**src/rtl/keypad_emulator.sv**
```systemverilog
// 4x4 matrix-keypad model: answers a column scan with a row pull-down while an emulated key is held.
// Define KEYPAD_EMU_BOUNCE_EN to compile in contact bounce on press and release.
module keypad_emulator #(
  parameter int HOLD_CYCLES   = 50000,
  parameter int BOUNCE_CYCLES = 2000,
  parameter int BOUNCE_STEP   = 250,
  parameter int GAP_CYCLES    = 50000
) (
  input  logic       clk,
  input  logic       reset,
  input  logic [3:0] cols,
  input  logic [3:0] key,
  input  logic       key_valid,
  output logic       key_ready,
  output logic [3:0] rows,
  output logic       pressed,
  output logic       done,
  output logic [2:0] dbg_state
);

  localparam int MAX_HG = (HOLD_CYCLES > GAP_CYCLES) ? HOLD_CYCLES : GAP_CYCLES;
  localparam int MAX_BS = (BOUNCE_CYCLES > BOUNCE_STEP) ? BOUNCE_CYCLES : BOUNCE_STEP;
  localparam int MAX_P  = (MAX_HG > MAX_BS) ? MAX_HG : MAX_BS;
  localparam int CW     = $clog2(MAX_P) + 1;

  localparam logic [CW-1:0] HOLD_LAST = CW'(HOLD_CYCLES - 1);
  localparam logic [CW-1:0] GAP_LAST  = CW'(GAP_CYCLES - 1);

  typedef enum logic [2:0] {
    IDLE           = 3'd0,
    PRESS_BOUNCE   = 3'd1,
    HOLD           = 3'd2,
    RELEASE_BOUNCE = 3'd3,
    GAP            = 3'd4
  } state_t;

  // Handshake: a request is taken on any rising edge where key_valid and
  // key_ready are both high; key_ready is high only in IDLE and nothing is buffered.
  state_t        state, state_n;
  logic [CW-1:0] cnt;
  logic          contact, contact_n;
  logic          done_n;
  logic          key_en;
  logic          cnt_clr;
  logic [3:0]    key_q;

`ifdef KEYPAD_EMU_BOUNCE_EN
  localparam logic [CW-1:0] BOUNCE_LAST = CW'(BOUNCE_CYCLES - 1);
  localparam logic [CW-1:0] STEP_LAST   = CW'(BOUNCE_STEP - 1);

  logic [CW-1:0] step;
  logic          bouncing;
  logic          step_hit;

  assign bouncing = (state == PRESS_BOUNCE) || (state == RELEASE_BOUNCE);
  assign step_hit = (step == STEP_LAST);

  always_ff @(posedge clk or negedge reset) begin
    if (!reset) begin
      step <= '0;
    end else if (cnt_clr || step_hit || !bouncing) begin
      step <= '0;
    end else begin
      step <= step + CW'(1);
    end
  end
`endif

  always_comb begin
    state_n   = state;
    contact_n = contact;
    done_n    = 1'b0;
    key_en    = 1'b0;
    cnt_clr   = 1'b0;
    case (state)
      IDLE: begin
        if (key_valid) begin
          key_en    = 1'b1;
          cnt_clr   = 1'b1;
          contact_n = 1'b1;
`ifdef KEYPAD_EMU_BOUNCE_EN
          state_n   = PRESS_BOUNCE;
`else
          state_n   = HOLD;
`endif
        end
      end
`ifdef KEYPAD_EMU_BOUNCE_EN
      PRESS_BOUNCE: begin
        if (cnt == BOUNCE_LAST) begin
          state_n   = HOLD;
          contact_n = 1'b1;
          cnt_clr   = 1'b1;
        end else if (step_hit) begin
          contact_n = ~contact;
        end
      end
`endif
      HOLD: begin
        if (cnt == HOLD_LAST) begin
          contact_n = 1'b0;
          cnt_clr   = 1'b1;
`ifdef KEYPAD_EMU_BOUNCE_EN
          state_n   = RELEASE_BOUNCE;
`else
          state_n   = GAP;
`endif
        end
      end
`ifdef KEYPAD_EMU_BOUNCE_EN
      RELEASE_BOUNCE: begin
        if (cnt == BOUNCE_LAST) begin
          state_n   = GAP;
          contact_n = 1'b0;
          cnt_clr   = 1'b1;
        end else if (step_hit) begin
          contact_n = ~contact;
        end
      end
`endif
      GAP: begin
        if (cnt == GAP_LAST) begin
          state_n = IDLE;
          done_n  = 1'b1;
          cnt_clr = 1'b1;
        end
      end
      default: begin
        state_n   = IDLE;
        contact_n = 1'b0;
      end
    endcase
  end

  always_ff @(posedge clk or negedge reset) begin
    if (!reset) begin
      state   <= IDLE;
      cnt     <= '0;
      contact <= 1'b0;
      done    <= 1'b0;
      key_q   <= 4'h0;
    end else begin
      state   <= state_n;
      contact <= contact_n;
      done    <= done_n;
      if (key_en) key_q <= key;
      if (cnt_clr || state == IDLE) cnt <= '0;
      else cnt <= cnt + CW'(1);
    end
  end

  // The switch itself: a closed contact shorts the selected column onto its row.
  always_comb begin
    rows = 4'hF;
    if (contact && !cols[key_q[1:0]]) rows[key_q[3:2]] = 1'b0;
  end

  assign key_ready = (state == IDLE);
  assign pressed   = contact;
  assign dbg_state = state;

endmodule

```
**config.mk**
```make
export PLATFORM = sky130hd
export DESIGN_NAME = keypad_emulator
export DESIGN_NICKNAME = d
export VERILOG_FILES = /design/src/rtl/keypad_emulator.sv
export SDC_FILE = /design/constraint.sdc
export NUM_CORES = 1
export LEC_CHECK = 0
export ABC_AREA = 1
export CAP_MARGIN = 20
export CORE_UTILIZATION = 53
export DETAILED_ROUTE_END_ITERATION = 6
export PLACE_DENSITY = 0.86
export SLEW_MARGIN = 20
export SYNTH_ARGS = -nofsm -noshare
export SYNTH_HDL_FRONTEND = slang
export SYNTH_SLANG_ARGS = --single-unit
```
**constraint.sdc**
```tcl
create_clock -name clk -period 2.03 [get_ports clk]
set_clock_uncertainty 0.05 [all_clocks]
set_input_delay 0.406 -clock clk [delete_from_list [all_inputs] [get_ports clk]]
set_output_delay 0.406 -clock clk [all_outputs]
set_load 0.01 [all_outputs]
```
==> summary.txt, run 1 <==
Status - finished clean
Layout Utilization - 0.665
Max Fclk - 517 MHz
Setup_tns - 0 ps
Ys async rst share - 1.00
Crit path DAT - 1480 ps
Iteration-0 DRC Markers - 27
Largest delay contributor family on the critical path - buffers and inverters
CTS sink cnt - 25
Mapped Area - 1410 sq um
CTS tree - done
Die area - 2880 sq um
Num CTS Buffers - 3
Min Tclk post-route - 1930 ps
CTS root buf - clkbuf_4
Final Max Slew Viols - 0
Share of cells above drive strength 1 - 0.0976
Share of the yosys chip area belonging to registers - 0.443
Port bufs - 19
Power Total - 1.54 mW
Commonest non-fill, non-tap cell in the layout - nor2_1
Via density - 5.07
Final setup violation count - 0
Number of max-cap violations - 0
Die extent in x - 53.6 microns
Largest net degree at the start of global routing - 26
Clk slew on worst S/H paths - 130 ps
Final #Nets - 223
Yosys cell types - 21
Setup crit start kind - input port
I/O Pins - 21
Hold Crit Class - in2async
Floorplan core area - 2500 sq um
CP max FO - 2
Avg WL per Cell - 11.5 microns
First-pass GRT wire length - 4310 microns
Crit-path cells - clkdlybuf4s50_1 -> o21ai_2 -> nor2_1 -> nor2_1 -> nand2_1 -> nor2_2 -> nand2_1 -> clkbuf_2
Die Ht - 53.6 microns
Gr usage total - 0.207
Post-Syn Area per Cell - 7.80 sq um
Post-DRT Antenna Nets - 0
CP max-delay cell - clkdlybuf4s50_1
Routed WL - 2700 microns
Final hold vios - 0
#FFs+latches synth - 25
Max clock buf depth - 2
CP Capture Type - output port
YS warnings - 0
Fillers - 217
Via count - 1191
Final Cycle Share - 0.952
Post-synth EDFFs - 0
Slowest cell delay on critical path - 420 ps
Drt drc - 0
Initial Utilization - 0.565
Row count - 18
P_leak - 0.739 nW
Most frequent cells in the layout - nor2_1, nand2_1, dfrtp_1
Post-Synthesis Net Count - 198
Clk_lat worst skew - 310 ps
GPL Wtd Cong - 0.952
Crit path buffers/inverters - 2
DPL Wire Length - 2090 microns
Main flop type after synthesis - dfrtp_1
Vias in the first global route - 1088
VDD IR max - 781 uV
CP Class - in2out
Syn-to-layout area delta - 17.6%
Htree depth - 1
Initial antenna violation count - 0
Grt total ovfl - 0
# diodes - 0
Power per cell area - 926 nW/um^2
DRT Pass-1 Iters - 6
Mapped Cells - 181
Worst Path Required - 1570 ps
## timing repair
| action | in CTS | in global routing |
|---|---|---|
| hold buffers | 0 | 0 |
| setup buffers | 2 | 0 |
| gates cloned | 0 | 0 |
| gates resized for setup | 14 | 7 |
| setup endpoints to repair | 5 | 4 |
| pin swaps | 3 | 3 |
## layer usage
layer,vias to the layer above,wire length (microns),global-route usage
li1,604,-,-
met5,-,0,0
met1,544,1160,0.240
met2,39,1370,0.398
met4,0,12,0.0395
met3,4,162,0.0339
## power breakdown
group          total, mW  leakage [nW]  switching [mW]  internal (mW)
Clock              0.218        0.0150           0.141         0.0766
Sequential         0.665         0.331          0.0727          0.593
Combinational      0.655         0.393           0.385          0.270
## final timing paths
kind / cells after the start / from / slack [ps] / endpoint
worst max-delay path: 8 / cols[3] / 100 / rows[2]
worst min-delay path: 2 / reset / 380 / pressed
worst max register to register: 6 / cnt[0] / 350 / cnt[11]
worst min register to register: 1 / cnt[0] / 420 / cnt[0]
max in group asynchronous: 2 / reset / 1320 / cnt[4]
min in group clk: 1 / cnt[0] / 420 / cnt[0]
## cell families (layout without fill, tap and decap cells)
logic type | count (synthesis) | after routing | synth area share
simple gates | 104 | 104 | 0.304
flops | 25 | 25 | 0.443
buf+inv | 22 | 46 | 0.0664
xor+xnor | 14 | 14 | 0.0868
compound gates | 8 | 8 | 0.0363
fa+ha+maj | 6 | 6 | 0.0531
other cells | 1 | 1 | 0.00265
mux | 1 | 1 | 0.00797
## cell usage after synthesis, types with 2 or more instances
cell type | n | area, sq um
nor3_1 | 2 | 10.0
nand3_1 | 15 | 75.1
dfrtp_1 | 25 | 626
nor2_1 | 47 | 176
o21ai_0 | 3 | 15.0
nand2_1 | 35 | 131
nand4_1 | 2 | 12.5
a21oi_1 | 4 | 20.0
xnor2_1 | 4 | 35.0
inv_1 | 19 | 71.3
xor2_1 | 10 | 87.6
ha_1 | 6 | 75.1
## sequential cells by signal, indices dropped and copies added (netlist names)
register / count
dbg_state: 2
cnt: 17
done: 1
pressed: 1
key_q: 4
## layout make-up
cell class	count	area, sq um	share of cell area
Sequential cell	25	626	0.377
Inverter	20	75.1	0.0452
Timing Repair Buffer	22	191	0.115
Clock buffer	4	26.3	0.0158
Tap cell	30	37.5	0.0226
Multi-Input combinational cell	134	706	0.425
## metrics by stage
stage | setup WS (ps) | hold WS, ps | area, sq um | instances
4_1_cts | 8.99 | 391 | 1670 | 235
2_1_floorplan | 558 | 60.4 | 1410 | 181
6_report | 96.6 | 376 | 1660 | 235
3_5_place_dp | -277 | 414 | 1630 | 229
3_3_place_gp | -233 | 399 | 1630 | 229
5_1_grt | -0.163 | 423 | 1660 | 235
No activity file was read; power rests on OpenSTA's default activity.
==> inputs of run 2 (changes only) <==
Settings changed: PLACE_DENSITY 0.86 to 0.75, TNS_END_PERCENT set to 50.
==> summary.txt, run 2 (same netlist as run 1, synthesis figures left out) <==
Final setup violation count - 0 (unchanged)
Iteration-0 DRC Markers - 24 (-11%)
Syn-to-layout area delta - 17.4%
Die area - 2880 sq um (unchanged)
Grt total ovfl - 0 (unchanged)
Post-DRT Antenna Nets - 0 (unchanged)
Most frequent cells in the layout - nor2_1, nand2_1, dfrtp_1
Initial antenna violation count - 0 (unchanged)
Via count - 1233 (+3.5%)
Quantity of hold-fixing buffers added after cts - 0 (unchanged)
I/O Pins - 21 (unchanged)
DPL Wire Length - 2200 microns (+5.5%)
FF-to-FF setup slack - 290 ps (-60 ps)
Max reg flops - 17 (unchanged)
Critical register-to-register path startpoint - cnt[0]
Initial Utilization - 0.565 (unchanged)
CTS sink cnt - 25 (unchanged)
Final Cycle Share - 0.976 (+0.0234)
Via density - 5.25 (+3.5%)
Clk slew on worst S/H paths - 130 ps (about the same)
Hold Crit Class - in2async
Final Max Slew Viols - 0 (unchanged)
CTS tree - done
Clk_lat worst skew - 320 ps (about the same)
CP Capture Type - output port
Row count - 18 (unchanged)
Crit path DAT - 1520 ps (+40 ps)
Finished Layout Cells - 235 (unchanged)
P_leak - 0.745 nW (+0.89%)
CTS root buf - clkbuf_4
Final #Nets - 223 (unchanged)
First-pass GRT wire length - 4900 microns (+14%)
Final worst-path setup slack - 49.1 ps (-47.5 ps)
VDD IR max - 829 uV (+6.2%)
Number of max-cap violations - 0 (unchanged)
Status - finished clean
Largest net degree at the start of global routing - 26 (unchanged)
Avg WL per Cell - 12.4 microns (+7.7%)
Max Fclk - 505 MHz (-2.4%)
Die extent in x - 53.6 microns (unchanged)
CP Class - in2out
Num CTS Buffers - 3 (unchanged)
Port bufs - 19 (unchanged)
Fillers - 208 (-4.1%)
Most flop-heavy register - cnt
Share of cells above drive strength 1 - 0.0927 (-0.00488)
Max clock buf depth - 2 (unchanged)
Die Ht - 53.6 microns (unchanged)
Setup_tns - 0 ps (unchanged)
CP max FO - 2 (unchanged)
Htree depth - 1 (unchanged)
Drt drc - 0 (unchanged)
Placed insts - 229 (unchanged)
GPL Wtd Cong - 0.874 (-8.2%)
Floorplan core area - 2500 sq um (unchanged)
Final hold vios - 0 (unchanged)
Power per cell area - 938 nW/um^2 (+1.3%)
Routed WL - 2910 microns (+7.7%)
Min Tclk post-route - 1980 ps (+47.5 ps)
Worst Path Required - 1570 ps (about the same)
CP Launch Point - cols[3]
Gr usage total - 0.238 (+0.0305)
Place WS - -319 ps (-41.6 ps)
Vias in the first global route - 1221 (+12%)
Setup crit start kind - input port
DRT Pass-1 Iters - 4 (-2)
Commonest non-fill, non-tap cell in the layout - nor2_1
# diodes - 0 (unchanged)
Unrepaired setup endpoints after global routing - true
run 2: timing repair:
| action | 4_1_cts | 5_1_grt |
|---|---|---|
| gates resized for setup | 19 | 2 |
| setup endpoints to repair | 5 | 5 |
| buffers inserted | 2 | 0 |
| pin swaps | 3 | 2 |
run 2: area by class of cell:
type / count / area (sq um) / share of cell area
Sequential cell: 25 / 626 / 0.377
Multi-Input combinational cell: 134 / 698 / 0.421
Clock inverter: 1 / 5.00 / 0.00302
Inverter: 20 / 75.1 / 0.0452
Timing Repair Buffer: 22 / 195 / 0.118
Clock buffer: 3 / 22.5 / 0.0136
Tap cell: 30 / 37.5 / 0.0226
run 2: path summary, 6_finish.rpt:
| path | cells after the start | to |
|---|---|---|
| max | 8 | rows[3] |
| max in group asynchronous | 2 | cnt[4] |
| min | 2 | cnt[13] |
| max reg2reg | 6 | cnt[16] |
| min reg2reg | 1 | cnt[0] |
| min in group clk | 1 | cnt[0] |
run 2: metrics by stage:
step | cell area, sq um | hold slack, ps | total power, mW | utilization
2_1_floorplan | 1410 | 60.4 | 1.10 | -
3_3_place_gp | 1630 | 402 | 1.28 | 0.652
3_5_place_dp | 1630 | 416 | 1.33 | 0.652
4_1_cts | 1660 | 376 | 1.57 | 0.663
5_1_grt | 1660 | 407 | 1.68 | 0.664
6_report | 1660 | 373 | 1.56 | 0.664
run 2: power by group:
part	total (mW)	internal (mW)	switching (mW)
Combinational	0.680	0.274	0.406
Clock	0.217	0.0737	0.144
Sequential	0.659	0.592	0.0669
Total	1.56	0.940	0.616
run 2: critical path, stage by stage:
cell and delay, ps:
clkdlybuf4s50_1 400, o21ai_1 130, nor2_1 50, nor2_1 80, nand2_1 110, nor2_2 140, nand2_1 60, buf_2 140
run 2: layer usage:
metal	global-route usage	wire (microns)	up-vias
met5	0	0	-
met4	0.105	56	0
met2	0.450	1530	33
met3	0.0480	124	11
met1	0.251	1200	582
li1	-	-	607
